**src/rtl/dm_pkg.sv**
```systemverilog
// rtl/dm_pkg.sv - size encodings and lane-mask helpers shared by the store and load paths
package dm_pkg;

  typedef enum logic [1:0] {
    SZ_BYTE  = 2'd0,
    SZ_HALF  = 2'd1,
    SZ_WORD  = 2'd2,
    SZ_DWORD = 2'd3
  } sz_e;

  // Byte-lane mask of an access of the given size, anchored at lane 0.
  function automatic logic [7:0] lane_mask(input logic [1:0] size);
    case (size)
      SZ_BYTE:  lane_mask = 8'h01;
      SZ_HALF:  lane_mask = 8'h03;
      SZ_WORD:  lane_mask = 8'h0f;
      default:  lane_mask = 8'hff;
    endcase
  endfunction

  // Low address bits that must be zero for a naturally aligned access.
  function automatic logic [2:0] align_mask(input logic [1:0] size);
    case (size)
      SZ_BYTE:  align_mask = 3'b000;
      SZ_HALF:  align_mask = 3'b001;
      SZ_WORD:  align_mask = 3'b011;
      default:  align_mask = 3'b111;
    endcase
  endfunction

endpackage

```
**src/rtl/st_align.sv**
```systemverilog
// rtl/st_align.sv - store legality check and placement of store data into its word lanes
module st_align
  import dm_pkg::*;
#(
  parameter int DATA_W = 32,
  parameter int ADDR_W = 32
) (
  input  logic                st_valid,
  input  logic [1:0]          st_size,
  input  logic [ADDR_W-1:0]   st_addr,
  input  logic [DATA_W-1:0]   st_data,
  output logic                exc,
  output logic [ADDR_W-1:0]   waddr,
  output logic [DATA_W-1:0]   wdata,
  output logic [DATA_W/8-1:0] byteen
);

  localparam int BE_W  = DATA_W / 8;
  localparam int OFF_W = $clog2(BE_W);

  logic [OFF_W-1:0]  off;
  logic [BE_W-1:0]   lanes;
  logic [DATA_W-1:0] dmask;
  logic              oversize;
  logic              misalign;

  assign off      = st_addr[OFF_W-1:0];
  assign lanes    = BE_W'(lane_mask(st_size));
  assign oversize = 32'(st_size) > OFF_W;
  assign misalign = |(st_addr[2:0] & align_mask(st_size));
  assign exc      = st_valid & (oversize | misalign);

  always_comb begin
    dmask = '0;
    for (int i = 0; i < BE_W; i++) begin
      dmask[8*i +: 8] = {8{lanes[i]}};
    end
  end

  assign waddr  = st_addr & ~ADDR_W'(BE_W - 1);
  assign byteen = lanes << off;
  assign wdata  = (st_data & dmask) << {off, 3'b000};

endmodule

```
**src/rtl/dm_store_queue.sv**
```systemverilog
// rtl/dm_store_queue.sv - pending-store FIFO draining to memory, with a load-overlap probe
module dm_store_queue
  import dm_pkg::*;
#(
  parameter int DATA_W = 32,
  parameter int DEPTH  = 4,
  parameter int ADDR_W = 32
) (
  input  logic                    clk,
  input  logic                    reset,
  input  logic                    st_valid,
  input  logic [1:0]              st_size,
  input  logic [ADDR_W-1:0]       st_addr,
  input  logic [DATA_W-1:0]       st_data,
  output logic                    st_ready,
  output logic                    st_exc,
  output logic                    m_req,
  output logic [ADDR_W-1:0]       m_addr,
  output logic [DATA_W-1:0]       m_wdata,
  output logic [DATA_W/8-1:0]     m_byteen,
  input  logic                    m_ack,
  input  logic [ADDR_W-1:0]       ld_addr,
  input  logic [DATA_W/8-1:0]     ld_byteen,
  output logic                    ld_hit,
  output logic [$clog2(DEPTH):0]  count
);

  localparam int BE_W  = DATA_W / 8;
  localparam int PTR_W = $clog2(DEPTH);
  localparam int CNT_W = PTR_W + 1;

  logic [ADDR_W-1:0] addr_q  [DEPTH];
  logic [DATA_W-1:0] data_q  [DEPTH];
  logic [BE_W-1:0]   be_q    [DEPTH];
  logic [DEPTH-1:0]  valid_q;
  logic [PTR_W-1:0]  wptr;
  logic [PTR_W-1:0]  rptr;

  logic [ADDR_W-1:0] al_addr;
  logic [DATA_W-1:0] al_data;
  logic [BE_W-1:0]   al_be;
  logic [ADDR_W-1:0] ld_waddr;
  logic              enq;
  logic              deq;

  st_align #(
    .DATA_W (DATA_W),
    .ADDR_W (ADDR_W)
  ) u_align (
    .st_valid (st_valid),
    .st_size  (st_size),
    .st_addr  (st_addr),
    .st_data  (st_data),
    .exc      (st_exc),
    .waddr    (al_addr),
    .wdata    (al_data),
    .byteen   (al_be)
  );

  assign st_ready = (count != CNT_W'(DEPTH));
  assign m_req    = (count != '0);
  assign enq      = st_valid & st_ready & ~st_exc;
  assign deq      = m_req & m_ack;

  // Head fields are forced to zero when empty so stale slots never leak out.
  assign m_addr   = m_req ? addr_q[rptr] : '0;
  assign m_wdata  = m_req ? data_q[rptr] : '0;
  assign m_byteen = m_req ? be_q[rptr]   : '0;

  assign ld_waddr = ld_addr & ~ADDR_W'(BE_W - 1);

  always_comb begin
    ld_hit = 1'b0;
    for (int i = 0; i < DEPTH; i++) begin
      if (valid_q[i] && addr_q[i] == ld_waddr && (be_q[i] & ld_byteen) != '0) begin
        ld_hit = 1'b1;
      end
    end
  end

  always_ff @(posedge clk) begin
    if (reset) begin
      count   <= '0;
      wptr    <= '0;
      rptr    <= '0;
      valid_q <= '0;
    end else begin
      if (deq) begin
        valid_q[rptr] <= 1'b0;
        rptr          <= rptr + PTR_W'(1);
      end
      if (enq) begin
        addr_q[wptr]  <= al_addr;
        data_q[wptr]  <= al_data;
        be_q[wptr]    <= al_be;
        valid_q[wptr] <= 1'b1;
        wptr          <= wptr + PTR_W'(1);
      end
      case ({enq, deq})
        2'b10:   count <= count + CNT_W'(1);
        2'b01:   count <= count - CNT_W'(1);
        default: count <= count;
      endcase
    end
  end

endmodule

```
**config.mk**
```make
export PLATFORM = sky130hd
export DESIGN_NAME = dm_store_queue
export DESIGN_NICKNAME = d
export VERILOG_FILES = /design/src/rtl/dm_pkg.sv /design/src/rtl/st_align.sv /design/src/rtl/dm_store_queue.sv
export SDC_FILE = /design/constraint.sdc
export NUM_CORES = 1
export LEC_CHECK = 0
export ABC_CLOCK_PERIOD_IN_PS = 4900
export BUFFER_PORTS_ARGS = -buffer_cell sky130_fd_sc_hd__buf_2
export CELL_PAD_IN_SITES_DETAIL_PLACEMENT = 0
export CELL_PAD_IN_SITES_GLOBAL_PLACEMENT = 2
export CORE_ASPECT_RATIO = 0.5
export CORE_MARGIN = 5
export CORE_UTILIZATION = 45
export DETAILED_ROUTE_END_ITERATION = 8
export HOLD_SLACK_MARGIN = 0.06
export MAX_ROUTING_LAYER = met4
export PLACE_DENSITY_LB_ADDON = 0.1
export REMOVE_ABC_BUFFERS = 1
export SYNTH_ARGS = -nofsm -noshare
export SYNTH_HDL_FRONTEND = slang
export SYNTH_SLANG_ARGS = --single-unit
```
**constraint.sdc**
```tcl
create_clock -name clk -period 4.9 [get_ports clk]
set_input_delay 0 -clock clk [delete_from_list [all_inputs] [get_ports clk]]
set_output_delay 0 -clock clk [all_outputs]
set_load 0.02 [all_outputs]
```
==> results.py, run 1 <==
metrics = {
    "finish": {
        "mostFrequentLayoutCell": "edfxtp_1",
        "diodes": 0,
        "fin_util_pct": 55.6,
        "final_cell_mix": "edfxtp_1 (264), buf_2 (176), xnor2_1 (110), and2_1 (78), mux4_2 (66)",
        "area_delta_synth_final_pct": 21.5,
        "drive_gt1_share_pct": 28.9,
        "layout.nets": 1134,
    },
    "global_routing": {
        "grt_overflow": 0,
        "grt_max_degree": 69,
        "grt.total_usage_pct": 20.4,
        "grt_pass1_vias": 7801,
        "antenna_found_initial": 0,
        "grt_pass1_wl_mm": 47.1,
    },
    "floorplan": {
        "start_util_pct": 45.8,
        "core_area_sq_um": 27800,
        "fp.dieW_microns": 248,
        "die_area_sq_um": 32000,
        "die_y_microns": 129,
        "ios": 181,
        "std_cell_rows": 43,
    },
    "sta": {
        "worst_slew_pin_slew_ps": 1130,
        "maxSlewHeadroom_pct": 24.9,
        "timing.hold.ws_ps": 86.0,
        "rsz0062_at_grt": "no",
        "finalSetupTns_ps": 0,
        "hold_viol": 0,
        "finalCritPeriodShare_pct": 63.1,
        "worst_slack_ps": 1810,
        "slew_viol_final": 0,
        "max_clock_freq_mhz": 323,
        "clock_skew_ps": 19.8,
        "setup_viol": 0,
        "fin_crit_ps": 3090,
    },
    "placed_design": {
        "globalplace.congestion": 0.780,
        "port_buffers": 176,
        "dp_slack_ps": 1780,
        "hpwl_mm": 20.9,
    },
    "clock_tree": {
        "cts_buffers": 26,
        "cts_root_buf": "clkbuf_16",
        "clockBufferDepth": 3,
        "htreeDepth": 1,
        "cts_resized": 0,
        "cts_setup_buffers": 0,
        "clkSinkCount": 277,
        "cts_tree": "yes",
        "path_clk_slew_ps": 70,
        "clkLatencyLatePin_ps": 550,
    },
    "routing": {
        "drcViolationCount": 0,
        "first_pass_iters": 5,
        "drt_iter0_markers": 471,
        "drtAntennaViolNets": 0,
        "num_vias": 7439,
        "wl_per_cell_microns": 22.2,
        "via_per_inst": 5.24,
        "wl_mm": 31.5,
    },
    "worst_setup_path": {
        "rr_endpoint": "data_q[2][9]",
        "reg2reg_depth": 7,
        "reg2reg_from": "count[0]",
        "endpoint_kind": "register",
        "crit_arrival_ps": 3280,
        "critPathLaunchType": "input port",
        "cp_max_fo": 31,
        "worstSetupPathType": "input port to register",
        "reg2reg_slack_ps": 2150,
        "cp.required_ps": 5090,
    },
    "pwr": {
        "peakVddDrop_uv": 520,
        "power_density_nw_per_um2": 450,
        "fin_total_pwr_mw": 6.97,
        "leakage_nw": 5.30,
    },
    "status": {
        "outcome": "completed",
    },
    "yosys": {
        "synth_top_family_by_area": "multiplexers",
        "synth-xor-area-share_pct": 8.53,
        "synth-seq-cells": 277,
        "yosysSeqAreaShare_pct": 64.3,
        "syn_area_sq_um": 12700,
        "synth_fa_ha_area_share_pct": 1.04,
        "synth_compound_area_share_pct": 2.80,
        "async_flop_share_pct": 0,
        "synth_edf_count": 264,
        "synth_area_per_cell_sq_um": 15.9,
        "syn_inst": 803,
        "synth_cell_types": 40,
        "dominantRegCellSynth": "edfxtp_1",
        "yosysWarnings": 0,
        "synth-simple-area-share_pct": 8.27,
        "synthMuxAreaShare_pct": 12.3,
    },
    "min_path": {
        "hold_start": "st_size[0]",
        "holdPathEnd": "be_q[2][2]",
        "min_path_cells": 3,
        "hp-class": "input port to register",
    },
    "flow_run": {
        "max-cap-violations": 0,
    },
}
cells in the mapped netlist (9+ instances only):
master | n | area share, %
dfxtp_1 | 13 | 2.0
nand4_1 | 29 | 1.4
nand2_1 | 29 | 0.85
and2_1 | 82 | 4.0
xnor2_1 | 110 | 7.6
o21ai_0 | 15 | 0.59
clkbuf_1 | 41 | 1.2
ha_1 | 9 | 0.88
nor2_1 | 27 | 0.80
a21oi_1 | 10 | 0.39
edfxtp_1 | 264 | 62
mux4_2 | 66 | 12
buf_2 | 12 | 0.47
xor2_1 | 14 | 0.96
cell families (layout without fill, tap and decap cells):
| group | Yosys count | in the layout |
|---|---|---|
| xor+xnor | 124 | 124 |
| mux | 74 | 74 |
| buf+inv | 72 | 306 |
| other cells | 1 | 2 |
| simple gates | 191 | 191 |
| fa+ha+maj | 10 | 10 |
| compound gates | 54 | 54 |
| flops | 277 | 277 |
worst max-delay path: stages:
cell	delay, ps
dlygate4sd3_1	560
buf_2	160
or2_1	470
o21ai_2	270
and3_1	430
inv_4	80
nor2_4	110
and2_2	610
buf_4	560
layer usage:
| layer | global-route usage [%] | wire [microns] |
|---|---|---|
| met5 | - | 0 |
| met4 | 3.06 | 388 |
| met3 | 2.99 | 1320 |
| met2 | 33.8 | 15700 |
| met1 | 27.8 | 14100 |
layout make-up:
type	instances	area, sq um
clock buffer	29	662
sequential	277	8190
fill	2295	12300
timing repair buffer	248	1600
multi-input combinational	455	4210
tap	382	478
inverter	10	40.0
clock inverter	19	285
sequential cells by signal, summed over array words and instances (netlist names), named ones only:
signal,flops
data_q,128
addr_q,120
be_q,16
valid_q,4
count,3
rptr,2
wptr,2
worst max-delay path by stage:
stage / start / cells past startpoint / endpoint
floorplan: register / 2 / m_addr[10]
global placement: st_size[0] / 8 / data_q[2][24]
detailed placement: st_size[0] / 8 / data_q[2][9]
CTS: st_size[1] / 9 / data_q[2][9]
global route: st_size[1] / 9 / data_q[2][9]
finish: st_size[1] / 9 / data_q[2][9]
repair_timing:
item                                   CTS  global route
endpoints found under the hold margin  249             0
hold buffers                            63             0
setup endpoints to repair                0             0
per-stage QoR:
stage,std cells,cell area [sq um]
after detailed placement,1309,13900
final,1420,15500
after global routing,1420,15500
after CTS,1420,15500
after floorplan,742,12400
after global placement,1309,13900
report_power, final:
part / total (mW) / switching (mW) / internal, mW
Combinational: 1.94 / 1.11 / 0.826
Sequential: 2.78 / 0.108 / 2.67
Clock: 2.25 / 0.897 / 1.35
Total: 6.97 / 2.12 / 4.85
No activity file was read; power rests on OpenSTA's default activity.
==> run 2, diff against run 1 <==
--- a/config.mk
+++ b/config.mk
@@ -5,13 +5,13 @@
 export SDC_FILE = /design/constraint.sdc
 export NUM_CORES = 1
 export LEC_CHECK = 0
-export ABC_CLOCK_PERIOD_IN_PS = 4900
+export ABC_CLOCK_PERIOD_IN_PS = 2500
 export BUFFER_PORTS_ARGS = -buffer_cell sky130_fd_sc_hd__buf_2
 export CELL_PAD_IN_SITES_DETAIL_PLACEMENT = 0
 export CELL_PAD_IN_SITES_GLOBAL_PLACEMENT = 2
 export CORE_ASPECT_RATIO = 0.5
 export CORE_MARGIN = 5
-export CORE_UTILIZATION = 45
+export CORE_UTILIZATION = 37
 export DETAILED_ROUTE_END_ITERATION = 8
 export HOLD_SLACK_MARGIN = 0.06
 export MAX_ROUTING_LAYER = met4
==> constraint.sdc (replaced) <==
create_clock -name clk -period 2.5 [get_ports clk]
set_input_delay 0 -clock clk [delete_from_list [all_inputs] [get_ports clk]]
set_output_delay 0 -clock clk [all_outputs]
set_load 0.02 [all_outputs]
==> run 2 against run 1 <==
  * Critical path depth shrank 3
  * Via count is essentially flat
  * Clock skew shrank 2.7 ps
  * Wire length grew 6.9%
  * Cell area grew 0.76%
  * Combinational power grew 110%
  * Largest cell class unchanged
  * Sequential share of layout area shrank 0.40 points
  * Final cell count grew 5.4%
  * Highest routed layer unchanged
  * Worst setup slack lost 1600 ps
  * Count of clock-buffer cells in the layout grew 3
  * Total power grew 91%
==> results.py, run 2 (synthesis results as in run 1) <==
metrics = {
    "worst_setup_path": {
        "crit_slowest_cell": "a221oi_1",
        "cp_top_family": "compound AO/OA/AOI/OAI gates",
        "reg2reg_depth": 8,
        "cp.buffers_inverters": 1,
        "rr_endpoint": "count[2]",
        "critical_path.max_stage_delay_ps": 510,
        "cp.required_ps": 2500,
        "cp_max_fo": 2,
        "critPathLaunchType": "register",
        "crit_arrival_ps": 2330,
        "reg2reg_from": "count[0]",
        "worstSetupPathType": "register to output port",
        "reg2reg_slack_ps": 350,
        "path_cells": "a22o_1, a221oi_1, nor4_1, nand3_1, nand4_1, buf_2",
        "endpoint_kind": "output port",
    },
    "finish": {
        "fin_util_pct": 45.5,
        "drive_gt1_share_pct": 30.1,
        "largest_reg_flops": 128,
        "diodes": 0,
        "mostFrequentLayoutCell": "edfxtp_1",
        "area_delta_synth_final_pct": 22.4,
        "layout.nets": 1143,
        "largestRegisters": "data_q (128), addr_q (120), be_q (16)",
        "top_register": "data_q",
        "final_cell_mix": "edfxtp_1 (264), buf_2 (176), xnor2_1 (109), and2_1 (78), mux4_2 (66)",
    },
    "sta": {
        "timing.hold.ws_ps": 69.6,
        "setup_viol": 0,
        "rsz0062_at_grt": "no",
        "slew_viol_final": 0,
        "worst_slack_ps": 172,
        "max_clock_freq_mhz": 430,
        "hold_viol": 0,
        "finalCritPeriodShare_pct": 93.1,
        "worst_slew_pin_slew_ps": 669,
        "clock_skew_ps": 17.1,
        "maxSlewHeadroom_pct": 55.4,
        "fin_crit_ps": 2330,
    },
    "clock_tree": {
        "clockBufferDepth": 3,
        "cts_root_buf": "clkbuf_16",
        "clkLatencyLatePin_ps": 540,
        "clkSinkCount": 277,
        "htreeDepth": 1,
        "cts_tree": "yes",
        "path_clk_slew_ps": 60,
        "cts_buffers": 27,
    },
    "global_routing": {
        "grt_overflow": 0,
        "grtUsageMet1_pct": 23.1,
        "use_met2_pct": 31.7,
        "grt_pass1_vias": 8181,
        "antenna_found_initial": 0,
        "use_met3_pct": 2.64,
        "grt_pass1_wl_mm": 50.8,
        "top_usage_layer": "met2",
        "grt.total_usage_pct": 18.1,
        "grt_max_degree": 68,
    },
    "routing": {
        "num_vias": 7434,
        "drt_iter0_markers": 311,
        "drtAntennaViolNets": 0,
        "via_per_inst": 4.97,
        "wl_mm": 33.7,
        "wl_per_cell_microns": 22.5,
        "first_pass_iters": 4,
        "drcViolationCount": 0,
    },
    "pwr": {
        "leakage_nw": 5.32,
        "fin_total_pwr_mw": 13.3,
        "peakVddDrop_uv": 601,
        "power_density_nw_per_um2": 853,
    },
    "floorplan": {
        "ios": 181,
        "start_util_pct": 37.2,
        "std_cell_rows": 48,
        "die_area_sq_um": 38500,
        "core_area_sq_um": 34200,
        "die_y_microns": 141,
        "fp.dieW_microns": 272,
    },
    "min_path": {
        "holdPathEnd": "data_q[3][27]",
        "min_path_cells": 3,
        "hp-class": "input port to register",
        "hold_start": "st_data[19]",
    },
    "placed_design": {
        "hpwl_mm": 23.1,
        "port_buffers": 176,
        "dp_slack_ps": 332,
        "globalplace.congestion": 0.783,
    },
    "flow_run": {
        "max-cap-violations": 0,
    },
    "status": {
        "outcome": "completed",
    },
}
-- run 2: cell types whose count changed in the layout (fill, tap and decap cells not counted), moves of 2 or more --
cell | before | now
clkinv_4 | 0 | 2
dlygate4sd3_1 | 63 | 54
buf_4 | 7 | 16
buf_12 | 2 | 10
bufinv_16 | 7 | 2
clkinv_1 | 7 | 9
clkbuf_1 | 3 | 5
-- run 2: area by class of cell --
class	instances	area, sq um
clock buffer	32	694
clock inverter	16	134
fill	3076	18600
inverter	10	40.0
multi-input combinational	455	4220
sequential	277	8190
tap	450	563
timing repair buffer	256	1740
-- run 2: metrics by stage --
step,setup TNS (ps),cell area (sq um),cells
after floorplan,-294560,12400,742
after detailed placement,0,14200,1394
after global placement,0,14200,1394
after CTS,0,15600,1496
after global routing,0,15600,1496
final,0,15600,1496
-- run 2: per-layer routing --
metal / wire length [microns] / vias up
li1: - / 3475
met1: 14900 / 3809
met2: 17200 / 115
met3: 1080 / 35
met4: 444 / 0
met5: 0 / -
-- run 2: worst max path at each step --
stage	from	endpoint	slack [ps]	depth (start not counted)
global route	addr_q[1][16]	ld_hit	20	6
global placement	count[0]	count[2]	350	8
CTS	addr_q[0][24]	ld_hit	80	6
floorplan	register	m_addr[10]	-1180	2
finish	be_q[2][1]	ld_hit	170	6
detailed placement	count[0]	count[2]	330	8
-- run 2: timing repair --
action / in CTS / in global routing
setup endpoints to repair: 0 / 1
hold buffers: 54 / 0
endpoints found under the hold margin: 241 / 0
buffers inserted: 0 / 0
resized for setup: 0 / 2
-- run 2: power by group --
group          leakage, nW  internal (mW)  switching (mW)
combinational         2.41           1.70            2.32
clock                0.400           2.19            1.70
sequential            2.51           5.24           0.138
-- run 2: worst register-to-register path, delay by kind of cell (launching register included) --
kind,cells,cell delay (ps)
simple gates,3,740
xor+xnor,1,150
flops,1,390
buf+inv,1,60
compound gates,1,140
fa+ha+maj,2,610
